### config.mk
export PLATFORM = sky130hd
export DESIGN_NAME = period_meter
export DESIGN_NICKNAME = d
export VERILOG_FILES = /design/src/rtl/period_meter.sv
export SDC_FILE = /design/constraint.sdc
export NUM_CORES = 1
export LEC_CHECK = 0
export BUFFER_PORTS_ARGS = -buffer_cell sky130_fd_sc_hd__buf_2
export CORE_ASPECT_RATIO = 0.8
export CORE_MARGIN = 2
export CORE_UTILIZATION = 45
export CTS_CLUSTER_SIZE = 14
export DETAILED_ROUTE_END_ITERATION = 8
export PLACE_DENSITY = 0.61
export SLEW_MARGIN = 15
export SYNTH_ARGS = -nofsm -noshare
export SYNTH_HDL_FRONTEND = slang
export SYNTH_SLANG_ARGS = --single-unit
export TNS_END_PERCENT = 10
### constraint.sdc
create_clock -name clkin -period 4.98 [get_ports clkin]
set_clock_uncertainty 0.2 [all_clocks]
set_input_delay 0.249 -clock clkin [delete_from_list [all_inputs] [get_ports clkin]]
set_output_delay 0.249 -clock clkin [all_outputs]
set_load 0.01 [all_outputs]
### src/rtl/period_meter.sv
// period_meter: measures the period and high time of an asynchronous sig_in in clkin cycles.
// Define PERIOD_METER_AVG_EN to report period as the truncated mean of the last four periods.
module period_meter #(
  parameter int CNT_W       = 24,
  parameter int SYNC_STAGES = 2    // must be at least 2
) (
  input  logic             clkin,
  input  logic             reset,
  input  logic             sig_in,
  output logic [CNT_W-1:0] period,
  output logic [CNT_W-1:0] high_time,
  output logic             valid,
  output logic             timeout
);

  typedef enum logic {
    IDLE    = 1'b0,
    MEASURE = 1'b1
  } state_t;

  localparam logic [CNT_W-1:0] CNT_MAX = {CNT_W{1'b1}};
  localparam logic [CNT_W-1:0] CNT_ONE = CNT_W'(1);

  // Synchroniser, delay flop and registered edge detect.
  logic [SYNC_STAGES-1:0] sync_q, sync_d;
  logic                   dly_q, dly_d;
  logic                   rise_q, rise_d;
  logic                   fall_q, fall_d;
  logic                   sync_last;

  // Measurement state and published results.
  state_t           state_q, state_d;
  logic [CNT_W-1:0] cnt_q, cnt_d;
  logic [CNT_W-1:0] hi_cnt_q, hi_cnt_d;
  logic             fall_seen_q, fall_seen_d;
  logic [CNT_W-1:0] period_q, period_d;
  logic [CNT_W-1:0] high_time_q, high_time_d;
  logic             valid_q, valid_d;
  logic             timeout_q, timeout_d;
  logic [CNT_W-1:0] meas_high;

`ifdef PERIOD_METER_AVG_EN
  localparam int ACC_W = CNT_W + 2;

  logic [CNT_W-1:0] hist_q [4];
  logic [CNT_W-1:0] hist_d [4];
  logic [2:0]       hist_cnt_q, hist_cnt_d;
  logic [ACC_W-1:0] acc_q, acc_d;
  logic [ACC_W-1:0] acc_sum;
  logic [CNT_W-1:0] avg_period;
  logic             hist_full;
  logic             hist_push;
  logic             hist_flush;
`endif

  assign sync_last = sync_q[SYNC_STAGES-1];

  always_comb begin
    sync_d = {sync_q[SYNC_STAGES-2:0], sig_in};
    dly_d  = sync_last;
    rise_d = sync_last & ~dly_q;
    fall_d = ~sync_last & dly_q;
  end

`ifdef PERIOD_METER_AVG_EN
  // Running sum of the window including the period that is closing right now.
  assign hist_full  = (hist_cnt_q == 3'd4);
  assign acc_sum    = acc_q + ACC_W'(cnt_q) - (hist_full ? ACC_W'(hist_q[3]) : '0);
  assign avg_period = acc_sum[ACC_W-1:2];
`endif

  always_comb begin
    // NOTE: every _d takes its hold value first, so no path through the case can infer a latch.
    state_d     = state_q;
    cnt_d       = cnt_q;
    hi_cnt_d    = hi_cnt_q;
    fall_seen_d = fall_seen_q;
    period_d    = period_q;
    high_time_d = high_time_q;
    valid_d     = 1'b0;
    timeout_d   = timeout_q;
    // A period with no fall was high throughout.
    meas_high   = fall_seen_q ? hi_cnt_q : cnt_q;
`ifdef PERIOD_METER_AVG_EN
    hist_push   = 1'b0;
    hist_flush  = 1'b0;
`endif

    case (state_q)
      IDLE: begin
        cnt_d = '0;
        if (rise_q) begin
          state_d     = MEASURE;
          cnt_d       = CNT_ONE;
          fall_seen_d = 1'b0;
`ifdef PERIOD_METER_AVG_EN
          hist_flush  = 1'b1;
`endif
        end
      end

      MEASURE: begin
        if (rise_q) begin
          cnt_d       = CNT_ONE;
          fall_seen_d = 1'b0;
`ifdef PERIOD_METER_AVG_EN
          hist_push   = 1'b1;
          if (hist_cnt_q >= 3'd3) begin
            period_d    = avg_period;
            high_time_d = meas_high;
            valid_d     = 1'b1;
            timeout_d   = 1'b0;
          end
`else
          period_d    = cnt_q;
          high_time_d = meas_high;
          valid_d     = 1'b1;
          timeout_d   = 1'b0;
`endif
        end else if (cnt_q == CNT_MAX) begin
          // Saturated without a rise: abandon the period, keep the last published result.
          state_d   = IDLE;
          cnt_d     = '0;
          timeout_d = 1'b1;
`ifdef PERIOD_METER_AVG_EN
          hist_flush = 1'b1;
`endif
        end else begin
          cnt_d = cnt_q + CNT_ONE;
          if (fall_q) begin
            hi_cnt_d    = cnt_q;
            fall_seen_d = 1'b1;
          end
        end
      end

      default: state_d = IDLE;
    endcase
  end

`ifdef PERIOD_METER_AVG_EN
  always_comb begin
    hist_d     = hist_q;
    hist_cnt_d = hist_cnt_q;
    acc_d      = acc_q;
    if (hist_flush) begin
      hist_cnt_d = '0;
      acc_d      = '0;
    end else if (hist_push) begin
      hist_d[0] = cnt_q;
      for (int i = 1; i < 4; i++) hist_d[i] = hist_q[i-1];
      acc_d = acc_sum;
      if (!hist_full) hist_cnt_d = hist_cnt_q + 3'd1;
    end
  end

  // NOTE: history entries carry no reset; hist_cnt_q gates every use of them.
  always_ff @(posedge clkin) begin
    hist_q <= hist_d;
  end
`endif

  // NOTE: non-blocking assignments so every flop samples the pre-edge values.
  always_ff @(posedge clkin or posedge reset) begin
    if (reset) begin
      sync_q      <= '0;
      dly_q       <= 1'b0;
      rise_q      <= 1'b0;
      fall_q      <= 1'b0;
      state_q     <= IDLE;
      cnt_q       <= '0;
      hi_cnt_q    <= '0;
      fall_seen_q <= 1'b0;
      period_q    <= '0;
      high_time_q <= '0;
      valid_q     <= 1'b0;
      timeout_q   <= 1'b0;
`ifdef PERIOD_METER_AVG_EN
      hist_cnt_q  <= '0;
      acc_q       <= '0;
`endif
    end else begin
      sync_q      <= sync_d;
      dly_q       <= dly_d;
      rise_q      <= rise_d;
      fall_q      <= fall_d;
      state_q     <= state_d;
      cnt_q       <= cnt_d;
      hi_cnt_q    <= hi_cnt_d;
      fall_seen_q <= fall_seen_d;
      period_q    <= period_d;
      high_time_q <= high_time_d;
      valid_q     <= valid_d;
      timeout_q   <= timeout_d;
`ifdef PERIOD_METER_AVG_EN
      hist_cnt_q  <= hist_cnt_d;
      acc_q       <= acc_d;
`endif
    end
  end

  assign period    = period_q;
  assign high_time = high_time_q;
  assign valid     = valid_q;
  assign timeout   = timeout_q;

endmodule

==> After elaboration in Yosys (flattened, before gate mapping) <==
Index checks and enable logic that the tools add are counted.
{ "classes": {"add_sub_neg": 1, "eq_ne": 4, "mux": 17, "bitwise": 7, "n_reduce_logical": 5} }
{ "op_table": {"columns": ["operator", "n"], "rows": [
  ["2-to-1 mux 24 bit", 3],
  ["case mux 24 bit (2 select lines)", 1],
  ["adder 24 x 1 -> 24 bit (second input constant)", 1],
  ["equality test 24 bit (second input constant)", 1],
  ["2-to-1 mux 1 bit", 11],
  ["inequality test 3 bit (second input constant)", 2],
  ["NOT 1 bit", 5],
  ["case mux 1 bit (2 select lines)", 2],
  ["AND reduction 2 bit", 2],
  ["AND reduction 4 bit", 1],
  ["AND reduction 3 bit", 1],
  ["AND 1 bit", 2],
  ["inequality test 2 bit (second input constant)", 1],
  ["nonzero test 2 bit", 1]
]} }
{ "totals": {"register_bits": 105, "out_inout_bits": 50, "elab_cells": 46} }

==> Longest topological paths before layout <==
Gate-level depths: netlist (run 1).
{ "logic_depth": {"depth_word": 4, "depth_mapped": 6, "depth_no_buf": 5} }

==> Least setup slack after synthesis (run 1) <==
OpenSTA, ideal clock, no wires.
{ "synth_timing": {"kind": "flip-flop to flip-flop", "startpoint": "reg cnt_q[0]", "endpoint": "reg hi_cnt_q[10]", "setup_ps": 125, "arrival_time_ps": 1934, "required_time_ps": 4655, "path_slack_ps": 2722, "stages_incl_launch_ff": 7, "n_path_buf": 1, "cell_sequence": "dfrtp_1 -> ha_1 -> nand3_2 -> nor4_4 -> a31o_2 -> buf_4 -> mux2_2"} }
{ "synth_via": {"elab_chain_cells": 3} }
{ "synth_lines": {"columns": ["item", "line", "rtl"], "rows": [
  ["from (decl)", "33", "logic [CNT_W-1:0] cnt_q, cnt_d;"],
  ["from (signal assigned)", "188", "cnt_q <= cnt_d;"],
  ["equality test 24 bit", "120", "end else if (cnt_q == CNT_MAX) begin"],
  ["NOT 1 bit (no source line)", null, null],
  ["AND reduction 4 bit (no source line)", null, null],
  ["to (signal assigned)", "189", "hi_cnt_q <= hi_cnt_d;"],
  ["to (decl)", "34", "logic [CNT_W-1:0] hi_cnt_q, hi_cnt_d;"]
]} }
No other way between the ends.
A chain may end at the register's enable or synchronous reset.

==> Worst setup path after layout (run 1) <==
{ "layout_timing": {"startpoint": "reg cnt_q[1]", "endpoint": "reg hi_cnt_q[4]"} }
Same word-level chain as after synthesis.

==> flow_metrics.py, run 1 <==
metrics = {
    "clocking": {
        "path_clk_slew_ns": 0.07,
        "h-tree-depth": 3,
        "clockBufferDepth": 2,
        "cts_setup_buffers": 0,
        "cts.sinks": 105,
        "cts-root-buf": "clkbuf_16",
        "worstSkewPairLatency_ns": 0.35,
        "cts-buffers-inserted": 9,
        "cts_tree": "yes",
    },
    "power": {
        "p_int_uw": 1464,
        "clockPowerShare_pct": 39.4,
        "ir_worst_vdd_v": 0.0002157,
        "p_per_area_nw_per_um2": 376.8,
        "p_sw_uw": 485.2,
        "combPwrFrac_pct": 10.3,
        "pwr-share-seq_pct": 50.3,
        "p_leak_uw": 0.002501,
        "switching_share_pct": 24.89,
    },
    "finish": {
        "final_cell_mix": "dfrtp_1 (105), buf_2 (52), mux2_2 (43)",
        "num_antenna_cells": 0,
        "fin_area_um2": 5174,
        "nFillCells": 857,
        "nets": 426,
        "syn_to_final_growth_pct": 15.47,
        "layout_commonest_cell": "dfrtp_1",
        "drive_above_1_share_pct": 28.81,
    },
    "route": {
        "drt-initial-drc-count": 120,
        "drc": 0,
        "totalWireLength_um": 8937,
        "drtAntennaViolNets": 0,
        "vias": 2955,
        "viasPerCell": 5.249,
        "first_pass_iters": 4,
        "post_drt_wl_per_cell_um": 15.87,
    },
    "yosys": {
        "synth_area_um2": 4481,
        "ys_seq_area_share_pct": 58.64,
        "synthDistinctLibCells": 38,
        "synthAdderAreaFrac_pct": 0.2793,
        "synth.area.mux_share_pct": 16.17,
        "async_flop_share_pct": 100.0,
        "synth-edff-count": 0,
        "ys_seq_elements": 105,
        "synth_ff_type": "dfrtp_1",
        "synth-compound-area-share_pct": 6.255,
        "yosys_warnings": 0,
        "synth_top_family_by_area": "multiplexers",
        "synth_nets": 384,
        "synthXorXnorAreaFrac_pct": 2.737,
        "synthSimpleGateAreaFrac_pct": 12.82,
        "syn_avg_cell_area_um2": 11.79,
        "synthCells": 380,
    },
    "placement": {
        "hpwl_um": 5696,
        "gp_congestion": 0.7901,
        "dpl_cell_area_um2": 4823,
        "io_buffers": 52,
    },
    "timing": {
        "final-hold-violation-count": 0,
        "maxSlewViolCount": 0,
        "final-setup-viol-count": 0,
        "min_period_over_period_pct": 55.95,
        "rsz0062_at_grt": "false",
        "period_minus_slack_ns": 2.786,
        "tns_ns": 0,
        "fmax_mhz": 358.9,
        "tightest_slew_ns": 1.041,
        "slew_headroom_pct": 30.54,
    },
    "global_route": {
        "antenna_found_initial": 0,
        "grt_pass1_vias": 2887,
        "grt_usage_pct": 18.40,
        "grt_overflow": 0,
        "grt_pass1_wl_um": 14990,
        "grt_max_degree": 59,
    },
    "job": {
        "max_cap_viol_count": 0,
    },
    "worst_setup_path": {
        "max_stage_delay_ns": 0.65,
        "cp.required_ns": 5.01,
        "start_kind": "register",
        "crit_chain": "ha_1 -> nand3_2 -> nor4_4 -> a31o_2 -> mux2_2",
        "cp.arrival_ns": 2.82,
        "path_class": "reg2reg",
        "cp_slowest_cell": "a31o_2",
        "worst_setup_path_end_kind": "register",
        "path_max_fanout": 23,
    },
    "floorplanning": {
        "rows": 32,
        "chipHeight_um": 93.25,
        "initial_core_util_pct": 46.43,
        "die_w_um": 115.6,
        "core_um2": 9649,
        "io_pins": 53,
        "dieArea_um2": 10780,
    },
    "status": {
        "status": "finished, final reports clean",
    },
    "min_path": {
        "hold_path.class": "reg2reg",
    },
}
[critical path: cells and delay by family (launching register included)]
kind            cells  cell delay (ns)
compound gates      1             0.65
simple gates        2             0.60
flops               1             0.48
mux                 1             0.41
fa+ha+maj           1             0.31
[cells by family (layout without fill, tap and decap cells)]
kind of cell             Yosys count  after routing
XOR/XNOR                          14             14
buffers and inverters             33             80
flip-flops                       105            105
AO/OA/AOI/OAI                     50             50
multiplexers                      67             67
adder cells (fa/ha/maj)            1              1
AND/OR/NAND/NOR                  110            110
[layer usage]
| layer | wire length, µm | global-route usage, % | vias to the layer above |
|---|---|---|---|
| met5 | 0 | 0 | - |
| met4 | 145 | 5.622 | 0 |
| met1 | 4292 | 24.91 | 1470 |
| met3 | 375 | 6.351 | 15 |
| met2 | 4123 | 28.02 | 61 |
| li1 | - | - | 1409 |
[worst paths after layout]
check,depth (start not counted),start,endpoint,slack (ns)
max reg2reg,5,cnt_q[1],hi_cnt_q[4],2.19
max in group asynchronous,4,reset,cnt_q[4],3.13
min in group asynchronous,3,reset,high_time[1],0.31
max,5,cnt_q[1],hi_cnt_q[4],2.19
min reg2reg,0,sync_q[0],sync_q[1],0.15
min,0,sync_q[0],sync_q[1],0.15
[power by group through the flow]
stage          Clock [µW]  Sequential (µW)  Combinational (µW)
2_1_floorplan           0              986                 139
3_3_place_gp            0              992                 203
3_5_place_dp            0              997                 203
4_1_cts               787              981                 207
5_1_grt               822              991                 227
6_report              768              980                 201
[area by class of cell]
type / instances / area (µm²) / area share, %
timing repair buffer: 57 / 302.8 / 5.852
clock inverter: 6 / 91.34 / 1.765
multi-input combinational: 242 / 1714 / 33.13
clock buffer: 10 / 239.0 / 4.619
tap: 136 / 170.2 / 3.289
sequential: 105 / 2628 / 50.79
inverter: 7 / 28.78 / 0.5562
[sequential cells by signal, summed over array words and instances, names as in the netlist]
signal and count:
fall_seen_q 1, high_time 24, fall_q 1, cnt_q 24, valid 1, hi_cnt_q 24
timeout 1, period 24, dly_q 1, state_q 1, sync_q 2, rise_q 1
[stage by stage]
stage | std cells | setup WS (ns) | total power [µW] | hold slack [ns] | util (%)
floorplan | 380 | 1.770 | 1125 | 0.08043 | -
detailed placement | 545 | 2.219 | 1200 | 0.1418 | 49.99
global route | 563 | 1.968 | 2040 | 0.1623 | 53.62
global placement | 545 | 2.308 | 1196 | 0.1399 | 49.99
finish | 563 | 2.194 | 1950 | 0.1527 | 53.62
CTS | 563 | 2.185 | 1975 | 0.1586 | 53.62
[Yosys cell counts (2+ instances only)]
cell type,count,area (µm²)
a31o_2,3,26.28
clkbuf_1,15,56.30
nand4_1,7,43.79
dfrtp_1,105,2628
buf_2,4,20.02
mux2i_1,24,240.2
buf_4,2,15.01
nor4_1,4,25.02
o21ai_0,32,160.2
nor2b_1,3,18.77
xnor2_1,12,105.1
clkbuf_2,2,10.01
nand4_4,2,42.54
nand2_1,42,157.7
nor2_1,21,78.83
or3_1,6,37.54
inv_1,7,26.28
mux2_2,43,484.2
xor2_1,2,17.52
a31oi_1,2,12.51
a21oi_1,8,40.04
nor3_1,4,20.02
buf_1,3,11.26
or4_1,5,37.54
nand3_1,9,45.04
[timing repair]
action,CTS,global route
hold buffers,2,0
gates resized for setup,0,0
hold endpoints to repair,48,0
setup endpoints to repair,0,0
(Power assumes the default switching activity.)
==> run 2, diff against run 1 <==
--- a/config.mk
+++ b/config.mk
@@ -11,7 +11,7 @@
 export CORE_UTILIZATION = 45
 export CTS_CLUSTER_SIZE = 14
 export DETAILED_ROUTE_END_ITERATION = 8
-export PLACE_DENSITY = 0.61
+export PLACE_DENSITY = 0.64
 export SLEW_MARGIN = 15
 export SYNTH_ARGS = -nofsm -noshare
 export SYNTH_HDL_FRONTEND = slang
==> constraint.sdc (replaced) <==
create_clock -name clkin -period 2.42 [get_ports clkin]
set_clock_uncertainty 0.2 [all_clocks]
set_input_delay 0.121 -clock clkin [delete_from_list [all_inputs] [get_ports clkin]]
set_output_delay 0.121 -clock clkin [all_outputs]
set_load 0.01 [all_outputs]
==> flow_metrics.py, run 2 (same netlist as run 1, synthesis figures left out) <==
metrics = {
    "clocking": {
        "clockBufferDepth": 2,
        "cts_setup_buffers": 0,
        "worstSkewPairLatency_ns": 0.35,
        "cts-buffers-inserted": 9,
        "cts_tree": "yes",
        "path_clk_slew_ns": 0.07,
        "h-tree-depth": 3,
        "cts.sinks": 105,
        "cts-root-buf": "clkbuf_16",
    },
    "floorplanning": {
        "dieArea_um2": 10780,
        "die_w_um": 115.6,
        "rows": 32,
        "io_pins": 53,
        "chipHeight_um": 93.25,
        "core_um2": 9649,
        "initial_core_util_pct": 46.43,
    },
    "finish": {
        "syn_to_final_growth_pct": 17.96,
        "num_antenna_cells": 0,
        "layout_commonest_cell": "dfrtp_1",
        "finish.utilization_pct": 54.77,
        "final_cell_mix": "dfrtp_1 (105), buf_2 (52), mux2_2 (43)",
        "nets": 440,
        "drive_above_1_share_pct": 31.29,
    },
    "worst_setup_path": {
        "start_kind": "register",
        "cp.required_ns": 2.45,
        "path_max_fanout": 15,
        "path_class": "reg2reg",
        "worst_setup_path_end_kind": "register",
        "cp.arrival_ns": 2.31,
    },
    "job": {
        "max_cap_viol_count": 0,
    },
    "route": {
        "drt-initial-drc-count": 129,
        "post_drt_wl_per_cell_um": 15.06,
        "vias": 2976,
        "viasPerCell": 5.158,
        "totalWireLength_um": 8688,
        "drtAntennaViolNets": 0,
        "drc": 0,
        "first_pass_iters": 4,
    },
    "timing": {
        "maxSlewViolCount": 0,
        "period_minus_slack_ns": 2.281,
        "final-setup-viol-count": 0,
        "min_period_over_period_pct": 94.24,
        "rsz0062_at_grt": "false",
        "tightest_slew_ns": 0.5519,
        "tns_ns": 0,
        "slew_headroom_pct": 63.21,
        "final-hold-violation-count": 0,
        "fmax_mhz": 438.5,
    },
    "global_route": {
        "grt_usage_pct": 17.53,
        "grt_pass1_vias": 2948,
        "antenna_found_initial": 0,
        "grt_overflow": 0,
        "grt_pass1_wl_um": 14630,
        "grt_max_degree": 106,
    },
    "placement": {
        "hpwl_um": 5810,
        "gp_congestion": 0.8133,
        "io_buffers": 52,
    },
    "power": {
        "p_total_uw": 3920,
        "p_leak_uw": 0.002570,
        "ir_worst_vdd_v": 0.0005550,
        "p_per_area_nw_per_um2": 741.7,
    },
    "status": {
        "status": "finished, final reports clean",
    },
    "min_path": {
        "hold_path.class": "reg2reg",
    },
}
==> run 2: per-layer routing <==
metal / part of all wire (%) / track usage (%)
met1: 48 / 24.25
met2: 46 / 27.29
met3: 3.9 / 4.407
met4: 1.5 / 5.422
met5: 0 / 0
==> run 2: path summary, 6_finish.rpt <==
| check | slack (ns) | endpoint | startpoint | cells past startpoint |
|---|---|---|---|---|
| hold reg to reg | 0.16 | sync_q[1] | sync_q[0] | 0 |
| max in group asynchronous | 1.33 | hi_cnt_q[10] | reset | 4 |
| setup / recovery | 0.14 | hi_cnt_q[10] | cnt_q[1] | 6 |
| hold / removal | 0.16 | sync_q[1] | sync_q[0] | 0 |
| min in group asynchronous | 0.27 | high_time[20] | reset | 4 |
| setup reg to reg | 0.14 | hi_cnt_q[10] | cnt_q[1] | 6 |
==> run 2: what timing repair did <==
| action | CTS | global route |
|---|---|---|
| resized for setup | 0 | 1 |
| endpoints found under the setup margin | 0 | 1 |
| hold buffers | 2 | 0 |
| hold endpoints to repair | 106 | 0 |
==> run 2: layout make-up <==
| type | count | area [µm²] |
|---|---|---|
| fillers | 863 | 4364 |
| multi-input cells | 242 | 1718 |
| well taps | 136 | 170.2 |
| clock buffers | 10 | 239.0 |
| inverters | 7 | 30.03 |
| flip-flops and latches | 105 | 2628 |
| clock inverters | 6 | 67.56 |
| repair buffers | 71 | 432.9 |
==> run 2: through the flow <==
stage / setup slack, ns / std cells / area, µm² / hold WS (ns)
after floorplan: 0.1615 / 380 / 4484 / -0.04757
after global placement: 0.2337 / 559 / 4955 / 0.03250
after global routing: 0.05189 / 577 / 5285 / 0.1799
final: 0.1394 / 577 / 5285 / 0.1602
after CTS: 0.1399 / 577 / 5281 / 0.1632
after detailed placement: 0.1717 / 559 / 4955 / 0.03076
==> run 2: power by group <==
part	internal (µW)	total, µW	switching, µW
Combinational	213	471	258
Sequential	1890	1980	95.0
Clock	831	1470	635
==> run 2: critical path, cell delays in order, from the launching register on <==
cell     delay (ns)
dfrtp_1        0.36
ha_1           0.26
nand3_2        0.19
nor4_4         0.33
a31o_2         0.21
buf_4          0.24
mux2_2         0.37
==> run 3, diff against run 2 <==
--- a/config.mk
+++ b/config.mk
@@ -5,13 +5,13 @@
 export SDC_FILE = /design/constraint.sdc
 export NUM_CORES = 1
 export LEC_CHECK = 0
-export BUFFER_PORTS_ARGS = -buffer_cell sky130_fd_sc_hd__buf_2
 export CORE_ASPECT_RATIO = 0.8
 export CORE_MARGIN = 2
 export CORE_UTILIZATION = 45
 export CTS_CLUSTER_SIZE = 14
 export DETAILED_ROUTE_END_ITERATION = 8
-export PLACE_DENSITY = 0.64
+export DONT_BUFFER_PORTS = 1
+export PLACE_DENSITY = 0.57
 export SLEW_MARGIN = 15
 export SYNTH_ARGS = -nofsm -noshare
 export SYNTH_HDL_FRONTEND = slang
==> constraint.sdc (replaced) <==
create_clock -name clkin -period 2.13 [get_ports clkin]
set_clock_uncertainty 0.2 [all_clocks]
set_input_delay 0.1065 -clock clkin [delete_from_list [all_inputs] [get_ports clkin]]
set_output_delay 0.1065 -clock clkin [all_outputs]
set_load 0.01 [all_outputs]
==> flow_metrics.py, run 3 (same netlist as run 1, synthesis figures left out) <==
metrics = {
    "placement": {
        "io_buffers": 0,
        "hpwl_um": 6422,
        "gp_congestion": 0.8177,
        "dpl.cell_count": 526,
        "dpl_cell_area_um2": 4877,
    },
    "floorplanning": {
        "dieArea_um2": 10780,
        "initial_core_util_pct": 46.43,
        "chipHeight_um": 93.25,
        "die_w_um": 115.6,
        "core_um2": 9649,
        "rows": 32,
        "io_pins": 53,
    },
    "clocking": {
        "h-tree-depth": 3,
        "cts.sinks": 105,
        "cts-buffers-inserted": 9,
        "cts_tree": "yes",
        "cts-root-buf": "clkbuf_16",
        "path_clk_slew_ns": 0.07,
        "worstSkewPairLatency_ns": 0.35,
        "clockBufferDepth": 2,
    },
    "finish": {
        "fin_area_um2": 5239,
        "final_cell_mix": "dfrtp_1 (102), mux2_2 (42), nand2_1 (41)",
        "drive_above_1_share_pct": 28.29,
        "syn_to_final_growth_pct": 16.92,
        "num_antenna_cells": 0,
        "final_cells": 546,
        "nets": 409,
        "finish.utilization_pct": 54.29,
        "nFillCells": 847,
        "layout_commonest_cell": "dfrtp_1",
    },
    "route": {
        "wl_met3_um": 446,
        "drt-initial-drc-count": 183,
        "post_drt_wl_per_cell_um": 17.22,
        "drtAntennaViolNets": 0,
        "first_pass_iters": 4,
        "dr_wl_met2_um": 4459,
        "highest_layer": "met4",
        "drc": 0,
        "totalWireLength_um": 9402,
        "vias": 2933,
        "m1WireLength_um": 4420,
        "viasPerCell": 5.372,
    },
    "timing": {
        "final-setup-viol-count": 0,
        "maxSlewViolCount": 0,
        "slew_headroom_pct": 50.61,
        "tightest_slew_ns": 0.7393,
        "rsz0062_at_grt": "true",
        "min_period_over_period_pct": 97.18,
        "period_minus_slack_ns": 2.070,
        "final-hold-violation-count": 0,
        "fmax_mhz": 483.1,
    },
    "worst_setup_path": {
        "cp.required_ns": 2.20,
        "worst_setup_path_end_kind": "register",
        "start_kind": "register",
        "cp.arrival_ns": 2.14,
        "path_max_fanout": 5,
        "r2r_slack_ns": 0.06,
        "path_class": "reg2reg",
    },
    "power": {
        "combPwrFrac_pct": 11.4,
        "ir_worst_vdd_v": 0.0004597,
        "p_leak_uw": 0.002407,
        "clockPowerShare_pct": 36.3,
        "switching_share_pct": 26.32,
        "pwr-share-seq_pct": 52.3,
        "p_total_uw": 4363,
        "p_int_uw": 3214,
        "p_sw_uw": 1148,
        "p_per_area_nw_per_um2": 832.8,
    },
    "global_route": {
        "antenna_found_initial": 0,
        "grt_usage_pct": 18.79,
        "grt_pass1_wl_um": 15540,
        "grt_max_degree": 43,
        "grt_overflow": 0,
        "grt_pass1_vias": 3001,
    },
    "min_path": {
        "hold_path.class": "in2reg",
    },
    "status": {
        "status": "finished, final reports clean",
    },
    "job": {
        "max_cap_viol_count": 0,
    },
}
run 3: power by group through the flow:
stage               clock [µW]  sequential, µW  combinational, µW
detailed placement           0            2320                500
CTS                       1630            2290                504
floorplan                    0            2300                326
global route              1710            2300                553
global placement             0            2320                488
finish                    1580            2280                495
run 3: layer usage:
layer	GRT usage, %	vias up
met5	0	-
met4	3.916	0
met3	6.027	8
met2	29.78	60
met1	25.44	1490
li1	-	1375
run 3: final timing paths:
path                            from      endpoint  depth (start not counted)
hold / removal                sig_in     sync_q[0]                          1
max in group asynchronous      reset      cnt_q[9]                          3
setup reg to reg            cnt_q[9]     cnt_q[20]                          5
hold reg to reg            sync_q[0]     sync_q[1]                          0
min in group asynchronous      reset  high_time[1]                          2
setup / recovery            cnt_q[9]     cnt_q[20]                          5
run 3: timing repair:
action	in CTS	in global routing
resized for setup	1	11
hold buffers	2	0
cloned	0	1
setup buffers	0	1
endpoints found under the setup margin	3	40
hold endpoints to repair	30	0
pin swaps	0	5
run 3: final cells by class:
class                      count  area, µm²  area share [%]
multi-input combinational    243       1759           33.58
clock buffer                  10      239.0           4.562
sequential                   105       2631           50.23
clock inverter                 6      48.80          0.9315
inverter                       7      30.03          0.5732
timing repair buffer          39      360.3           6.878
tap                          136      170.2           3.248
run 3: through the flow:
stage          hold slack [ns]    TNS, ns  setup slack (ns)
3_3_place_gp          -0.07404          0           0.05411
4_1_cts                 0.1074          0           0.02664
6_report                0.1190          0           0.06004
5_1_grt                 0.1069   -0.03723          -0.01417
2_1_floorplan         -0.06207     -2.538           -0.1285
3_5_place_dp          -0.06285  -0.009739         -0.009739
run 3: worst max-delay path, stage by stage (launching register included):
cell and delay [ns]:
dfrtp_2 0.44, nand4_1 0.20, buf_4 0.20, or4_4 0.45, or3_1 0.35, a21oi_2 0.14
